==> src/rtl/stereo_disparity_engine.sv <==
// Block-matching stereo engine: per block, SAD over MAX_DISP right-image candidates, writes the argmin disparity.
// Optional: define SBM_COST_OUT_EN to add the res_cost output carrying the winning SAD.
module stereo_disparity_engine #(
    parameter int BLOCK_COLS    = 320,
    parameter int BLOCK_ROWS    = 40,
    parameter int PIX_PER_BLOCK = 6,
    parameter int PIX_W         = 8,
    parameter int MAX_DISP      = 16,
    parameter int RD_LAT        = 2
) (
    input  logic                                          clk_100mhz,
    input  logic                                          sys_rst_n,
    input  logic                                          start,
    output logic                                          busy,
    output logic                                          done,
    output logic [$clog2(BLOCK_COLS*BLOCK_ROWS)-1:0]      left_addr,
    output logic [$clog2(BLOCK_COLS*BLOCK_ROWS)-1:0]      right_addr,
    input  logic [PIX_PER_BLOCK*PIX_W-1:0]                left_dout,
    input  logic [PIX_PER_BLOCK*PIX_W-1:0]                right_dout,
    output logic [$clog2(BLOCK_COLS*BLOCK_ROWS)-1:0]      res_addr,
    output logic [$clog2(MAX_DISP)-1:0]                   res_disp,
    output logic                                          res_we
`ifdef SBM_COST_OUT_EN
    ,
    output logic [PIX_W+$clog2(PIX_PER_BLOCK):0]          res_cost
`endif
);

    localparam int AW     = $clog2(BLOCK_COLS*BLOCK_ROWS);
    localparam int WORD_W = PIX_PER_BLOCK*PIX_W;
    localparam int DW     = $clog2(MAX_DISP);
    localparam int CSTW   = PIX_W + $clog2(PIX_PER_BLOCK) + 1;
    localparam int CW     = (BLOCK_COLS > 1) ? $clog2(BLOCK_COLS) : 1;
    localparam int RW     = (BLOCK_ROWS > 1) ? $clog2(BLOCK_ROWS) : 1;
    localparam int CYW    = $clog2(MAX_DISP + RD_LAT + 4);

    // Per-block cycle offsets relative to t0 (the left-address cycle)
    localparam logic [CYW-1:0] CY_LEFT       = CYW'(RD_LAT);
    localparam logic [CYW-1:0] CY_ISSUE_LAST = CYW'(MAX_DISP - 1);
    localparam logic [CYW-1:0] CY_DATA_LO    = CYW'(RD_LAT + 1);
    localparam logic [CYW-1:0] CY_DATA_HI    = CYW'(RD_LAT + MAX_DISP);
    localparam logic [CYW-1:0] CY_LAST_CMP   = CYW'(RD_LAT + MAX_DISP + 2);

    typedef enum logic [1:0] {IDLE, ISSUE, DRAIN, WRITE} state_t;

    state_t            state_q, state_d;
    logic              busy_q, busy_d, done_q, done_d, res_we_q, res_we_d;
    logic [AW-1:0]     left_addr_q, left_addr_d, right_addr_q, right_addr_d;
    logic [AW-1:0]     res_addr_q, res_addr_d;
    logic [DW-1:0]     res_disp_q, res_disp_d, cost_idx_q, cost_idx_d, best_idx_q, best_idx_d;
    logic [CW-1:0]     col_q, col_d;
    logic [RW-1:0]     row_q, row_d;
    logic [CYW-1:0]    cyc_q, cyc_d;
    logic [WORD_W-1:0] left_word_q, left_word_d;
    logic [CSTW-1:0]   cost_q, cost_d, best_cost_q, best_cost_d, sad;
    logic              cost_v_q, cost_v_d;
    logic [PIX_W-1:0]  lpix, rpix;
    int                rcol;
`ifdef SBM_COST_OUT_EN
    logic [CSTW-1:0]   res_cost_q, res_cost_d;
`endif

    function automatic logic [AW-1:0] blk_addr(input int c, input int r);
        return AW'(BLOCK_ROWS * c + r);
    endfunction

    always_comb begin
        state_d      = state_q;
        busy_d       = busy_q;
        done_d       = 1'b0;
        res_we_d     = 1'b0;
        left_addr_d  = left_addr_q;
        right_addr_d = right_addr_q;
        res_addr_d   = res_addr_q;
        res_disp_d   = res_disp_q;
        col_d        = col_q;
        row_d        = row_q;
        cyc_d        = cyc_q;
        left_word_d  = left_word_q;
        cost_d       = cost_q;
        cost_idx_d   = cost_idx_q;
        cost_v_d     = 1'b0;
        best_cost_d  = best_cost_q;
        best_idx_d   = best_idx_q;
`ifdef SBM_COST_OUT_EN
        res_cost_d   = res_cost_q;
`endif
        sad  = '0;
        lpix = '0;
        rpix = '0;
        rcol = 0;

        if ((state_q == ISSUE || state_q == DRAIN) && cyc_q == CY_LEFT)
            left_word_d = left_dout;

        for (int unsigned i = 0; i < PIX_PER_BLOCK; i++) begin
            lpix = left_word_q[i*PIX_W +: PIX_W];
            rpix = right_dout[i*PIX_W +: PIX_W];
            sad  = sad + CSTW'((lpix > rpix) ? lpix - rpix : rpix - lpix);
        end

        // Right data for candidate d arrives at cycle RD_LAT+1+d; candidates past column 0 are disqualified
        if (state_q != IDLE && cyc_q >= CY_DATA_LO && cyc_q <= CY_DATA_HI) begin
            cost_v_d   = 1'b1;
            cost_idx_d = DW'(cyc_q - CY_DATA_LO);
            cost_d     = (int'(cost_idx_d) > int'(col_q)) ? '1 : sad;
        end

        if (cost_v_q && (cost_idx_q == '0 || cost_q < best_cost_q)) begin
            best_cost_d = cost_q;
            best_idx_d  = cost_idx_q;
        end

        case (state_q)
            IDLE: begin
                if (done_q) begin
                    busy_d = 1'b0;
                end else if (start) begin
                    state_d     = ISSUE;
                    busy_d      = 1'b1;
                    row_d       = '0;
                    col_d       = '0;
                    cyc_d       = '0;
                    left_addr_d = '0;
                end
            end
            ISSUE: begin
                cyc_d = cyc_q + 1'b1;
                rcol  = int'(col_q) - int'(cyc_q);
                if (rcol < 0)
                    rcol = 0;
                right_addr_d = blk_addr(rcol, int'(row_q));
                if (cyc_q == CY_ISSUE_LAST)
                    state_d = DRAIN;
            end
            DRAIN: begin
                cyc_d = cyc_q + 1'b1;
                if (cyc_q == CY_LAST_CMP) begin
                    state_d    = WRITE;
                    res_we_d   = 1'b1;
                    res_addr_d = blk_addr(int'(col_q), int'(row_q));
                    res_disp_d = best_idx_q;
`ifdef SBM_COST_OUT_EN
                    res_cost_d = best_cost_q;
`endif
                end
            end
            WRITE: begin
                cyc_d   = '0;
                state_d = ISSUE;
                if (col_q == CW'(BLOCK_COLS - 1)) begin
                    col_d = '0;
                    if (row_q == RW'(BLOCK_ROWS - 1)) begin
                        row_d   = '0;
                        state_d = IDLE;
                        done_d  = 1'b1;
                    end else begin
                        row_d = row_q + 1'b1;
                    end
                end else begin
                    col_d = col_q + 1'b1;
                end
                if (state_d == ISSUE)
                    left_addr_d = blk_addr(int'(col_d), int'(row_d));
            end
            default: state_d = IDLE;
        endcase
    end

    always_ff @(posedge clk_100mhz or negedge sys_rst_n) begin
        if (!sys_rst_n) begin
            state_q      <= IDLE;
            busy_q       <= 1'b0;
            done_q       <= 1'b0;
            res_we_q     <= 1'b0;
            left_addr_q  <= '0;
            right_addr_q <= '0;
            res_addr_q   <= '0;
            res_disp_q   <= '0;
            col_q        <= '0;
            row_q        <= '0;
            cyc_q        <= '0;
            left_word_q  <= '0;
            cost_q       <= '0;
            cost_idx_q   <= '0;
            cost_v_q     <= 1'b0;
            best_cost_q  <= '0;
            best_idx_q   <= '0;
`ifdef SBM_COST_OUT_EN
            res_cost_q   <= '0;
`endif
        end else begin
            state_q      <= state_d;
            busy_q       <= busy_d;
            done_q       <= done_d;
            res_we_q     <= res_we_d;
            left_addr_q  <= left_addr_d;
            right_addr_q <= right_addr_d;
            res_addr_q   <= res_addr_d;
            res_disp_q   <= res_disp_d;
            col_q        <= col_d;
            row_q        <= row_d;
            cyc_q        <= cyc_d;
            left_word_q  <= left_word_d;
            cost_q       <= cost_d;
            cost_idx_q   <= cost_idx_d;
            cost_v_q     <= cost_v_d;
            best_cost_q  <= best_cost_d;
            best_idx_q   <= best_idx_d;
`ifdef SBM_COST_OUT_EN
            res_cost_q   <= res_cost_d;
`endif
        end
    end

    assign busy       = busy_q;
    assign done       = done_q;
    assign res_we     = res_we_q;
    assign left_addr  = left_addr_q;
    assign right_addr = right_addr_q;
    assign res_addr   = res_addr_q;
    assign res_disp   = res_disp_q;
`ifdef SBM_COST_OUT_EN
    assign res_cost   = res_cost_q;
`endif

endmodule

==> config.mk <==
export PLATFORM = sky130hd
export DESIGN_NAME = stereo_disparity_engine
export DESIGN_NICKNAME = d
export VERILOG_FILES = /design/src/rtl/stereo_disparity_engine.sv
export SDC_FILE = /design/constraint.sdc
export NUM_CORES = 1
export LEC_CHECK = 0
export CORE_UTILIZATION = 40
export DETAILED_ROUTE_END_ITERATION = 6
export MAX_ROUTING_LAYER = met4
export PLACE_DENSITY_LB_ADDON = 0.05
export SKIP_CTS_REPAIR_TIMING = 1
export SLEW_MARGIN = 20
export SYNTH_ARGS = -nofsm -noshare
export SYNTH_HDL_FRONTEND = slang
export SYNTH_SLANG_ARGS = --single-unit
==> constraint.sdc <==
create_clock -name clk_100mhz -period 7.3 [get_ports clk_100mhz]
set_input_delay 0.73 -clock clk_100mhz [delete_from_list [all_inputs] [get_ports clk_100mhz]]
set_output_delay 0.73 -clock clk_100mhz [all_outputs]
set_load 0.05 [all_outputs]
==> flow_metrics.py <==
metrics = {
    "timing": {
        "min_period_over_period_pct": 85.5,
        "hold_viol": 0,
        "worst_pin_slew_ns": 1.06,
        "rsz0062_at_grt": "no",
        "setup_viol": 0,
        "whs_ns": 0.379,
        "slew_viol_final": 0,
        "max_freq_mhz": 160,
        "finalSetupTns_ns": 0,
        "fin_skew_ns": 0.00928,
        "fin_crit_ns": 6.24,
        "maxSlewHeadroom_pct": 29.2,
    },
    "power_and_ir_drop": {
        "intPower_mw": 2.96,
        "ir_worst_vdd_mv": 0.398,
        "swShare_pct": 41.4,
        "pwr-share-seq_pct": 20.9,
        "p_comb_share_pct": 61.3,
        "p_leak_nw": 7.98,
        "clockPowerShare_pct": 17.8,
        "p_per_area_nw_per_um2": 303,
        "p_sw_mw": 2.09,
    },
    "grt": {
        "grt_pass1_vias": 11074,
        "grt_remaining_overflow": 0,
        "antenna_found_initial": 0,
        "grt_pass1_wl_mm": 57.2,
        "grt_max_degree": 97,
        "grt_usage_pct": 20.6,
    },
    "synth": {
        "synth.cell_area_um2": 14200,
        "synth_edf_count": 0,
        "synthCells": 1587,
        "synth_fp_nets": 1930,
        "yosysWarnings": 0,
        "synth_cell_types": 87,
        "synth_seq_cells": 152,
        "ys_async_sr_fraction_pct": 100,
        "synthFlopType": "dfrtp_1",
        "yosysSeqAreaShare_pct": 26.7,
        "syn_area_per_cell_um2": 8.96,
    },
    "cts": {
        "clkTransAtPathRegs_ns": 0.07,
        "insertion_delay_ns": 0.45,
        "root_buffer": "clkbuf_16",
        "cts_max_path_buffers": 2,
        "cts_buffers": 17,
        "cts.sinks": 152,
        "cts_tree": "yes",
        "htreeDepth": 4,
    },
    "die": {
        "ios": 148,
        "design.core.area_um2": 34800,
        "dieArea_um2": 36300,
        "die_h_um": 191,
        "num_rows": 68,
        "fp.dieW_um": 191,
        "initial_core_util_pct": 40.9,
    },
    "detailed_routing": {
        "dr.pass1.iters": 5,
        "post_drt_via_cell_ratio": 5.11,
        "drcViolationCount": 0,
        "wl_per_cell_um": 16.1,
        "drtIter0Drc": 468,
        "num_vias": 11137,
        "drt_wl_total_mm": 35.2,
        "antenna_left": 0,
    },
    "worst_setup_path": {
        "path_buf_inv": 4,
        "required_ns": 7.62,
        "worst_ep_arrival_time_ns": 6.57,
        "cp_slowest_stage_delay_ns": 0.59,
        "worstPathMaxFanout": 7,
        "endpoint_kind": "register",
        "critPathKind": "input port to register",
        "worst_path_dominant_cell_family": "adder cells",
        "worst_setup_path_start_kind": "input port",
        "cp_slowest_cell": "fa_1",
        "crit_chain": "clkdlybuf4s50_1 > inv_1 > ha_1 > nor2b_1 > o21ai_1 > a21oi_1 > o31ai_2 > a21o_1 > mux2i_1 > xnor2_1 > fa_1 > fa_1 > inv_1 > fa_1 > inv_1 > ha_1 > a21o_1 > a21oi_1 > o21ai_0 > a31oi_1 > o21ai_0 > xnor2_1 > a21oi_1",
    },
    "cells_and_area": {
        "fin_nets": 2054,
        "antenna_cells": 0,
        "fin_area_um2": 16700,
        "post-route-util_pct": 47.8,
        "area_delta_synth_final_pct": 17.0,
        "drive_above_1_share_pct": 6.21,
    },
    "placed_design": {
        "placed_cell_area_um2": 16100,
        "gp_congestion": 0.881,
        "dp_hpwl_mm": 27.4,
        "port_buffers": 147,
    },
    "status": {
        "outcome": "finished, final reports clean",
    },
    "worst_hold_path": {
        "holdCritPathClass": "input port to async pin",
    },
    "flow_run": {
        "max_cap_violations": 0,
    },
}
==> worst reg2reg max path: stages (launching register included) <==
cell and delay (ns):
dfrtp_1 0.39, ha_1 0.39, a21o_1 0.19, a21oi_1 0.14
nor2b_1 0.08, o31ai_2 0.25, a21o_1 0.38, mux2i_1 0.28
xnor2_1 0.24, fa_1 0.53, fa_1 0.54, inv_1 0.05
fa_1 0.59, inv_1 0.06, ha_1 0.28, a21o_1 0.18
a21oi_1 0.21, o21ai_0 0.17, a31oi_1 0.27, o21ai_0 0.15
xnor2_1 0.17, a21oi_1 0.08
==> flip-flops by register name (all words and copies together) (netlist names) <==
signal / cells
left_word_q: 48
left_addr: 14
res_addr: 14
right_addr: 14
best_cost_q: 12
cost_q: 12
col_q: 9
row_q: 6
cyc_q: 5
best_idx_q: 4
cost_idx_q: 4
res_disp: 4
state_q: 2
busy: 1
cost_v_q: 1
done: 1
res_we: 1
==> power by group through the flow <==
stage | Clock, mW | Combinational (mW) | Sequential (mW)
finish | 0.898 | 3.09 | 1.05
floorplan | 0 | 2.45 | 1.07
global placement | 0 | 3.10 | 1.07
detailed placement | 0 | 3.12 | 1.07
CTS | 0.934 | 3.14 | 1.05
global route | 0.959 | 3.58 | 1.07
==> stage by stage <==
stage                     instances  total power, mW  setup WS [ns]
final                          2178             5.04           1.06
after global routing           2178             5.60          0.557
after CTS                      2178             5.13           1.07
after detailed placement       2147             4.19          0.626
after global placement         2147             4.17          0.725
after floorplan                1587             3.52           1.71
==> cell type report <==
type,count,area (um^2)
fill,3425,18100
multi-input combinational,1169,9380
sequential,152,3800
timing repair buffer,151,1500
inverter,220,826
tap,455,569
clock buffer,17,425
clock inverter,14,143
==> path summary, 6_finish.rpt <==
kind | from | to | slack [ns] | cells past startpoint
worst max-delay path | right_dout[9] | cost_q[11] | 1.06 | 23
worst min-delay path | sys_rst_n | right_addr[8] | 0.38 | 1
worst max register to register | left_word_q[12] | cost_q[11] | 1.57 | 21
worst min register to register | best_idx_q[0] | res_disp[0] | 0.47 | 2
max in group asynchronous | sys_rst_n | row_q[5] | 5.58 | 2
min in group clk_100mhz | best_idx_q[0] | res_disp[0] | 0.47 | 2
==> synth_stat cells (4+ instances only) <==
library cell | number | share of area (%)
a211oi_1 | 8 | 0.42
a21o_1 | 49 | 2.6
a21oi_1 | 94 | 3.3
a22o_1 | 6 | 0.37
a31oi_1 | 15 | 0.66
and2_1 | 5 | 0.22
and3_1 | 10 | 0.44
and4b_1 | 4 | 0.28
buf_2 | 13 | 0.46
clkbuf_1 | 24 | 0.63
dfrtp_1 | 152 | 27
fa_1 | 57 | 8.0
ha_1 | 187 | 16
inv_1 | 218 | 5.8
mux2_2 | 27 | 2.1
mux2_4 | 11 | 1.2
mux2i_1 | 30 | 2.1
nand2_1 | 141 | 3.7
nand2b_1 | 18 | 0.79
nand3_1 | 25 | 0.88
nand4_1 | 12 | 0.53
nor2_1 | 80 | 2.1
nor2b_1 | 26 | 1.1
nor3_1 | 17 | 0.60
nor3b_1 | 8 | 0.42
nor4_1 | 5 | 0.22
o21a_1 | 9 | 0.47
o21ai_0 | 118 | 4.2
o21ai_1 | 13 | 0.46
o21bai_1 | 8 | 0.42
o31ai_1 | 8 | 0.42
or2_2 | 7 | 0.31
or3_1 | 6 | 0.26
xnor2_1 | 67 | 4.1
xor2_1 | 30 | 1.8
==> kinds of logic after synthesis <==
logic type / Yosys count / synth area share (%)
compound gates: 368 / 16.0
xor+xnor: 100 / 6.40
fa+ha+maj: 244 / 24.5
buf+inv: 266 / 7.37
flops: 152 / 26.7
mux: 70 / 5.65
simple gates: 387 / 13.4
==> metal layers <==
metal  share of wire [%]  GRT usage [%]  up-vias
li1                    -              -     5613
met4                0.72           3.75        0
met2                  44           30.9      194
met1                  52           29.7     5312
met5                   0              -        -
met3                 3.4           2.96       18
==> placed cells by master (no fill, tap or decap), types with 9 or more instances in the layout <==
cell             count
ha_1               187
mux2_4              11
mux2i_1             30
dfrtp_1            152
nor3_1              17
xnor2_1             67
nand2_1            141
xor2_1              30
and3_1              10
o21ai_0            118
a31oi_1             15
a21o_1              49
fa_1                57
nor2_1              79
clkbuf_16           17
mux2_2              27
nand3_1             25
o21ai_1             13
o21a_1               9
inv_1              218
nand2b_1            18
nor2b_1             26
a21oi_1             94
nand4_1             12
clkdlybuf4s50_1    146
(Power assumes the default switching activity.)
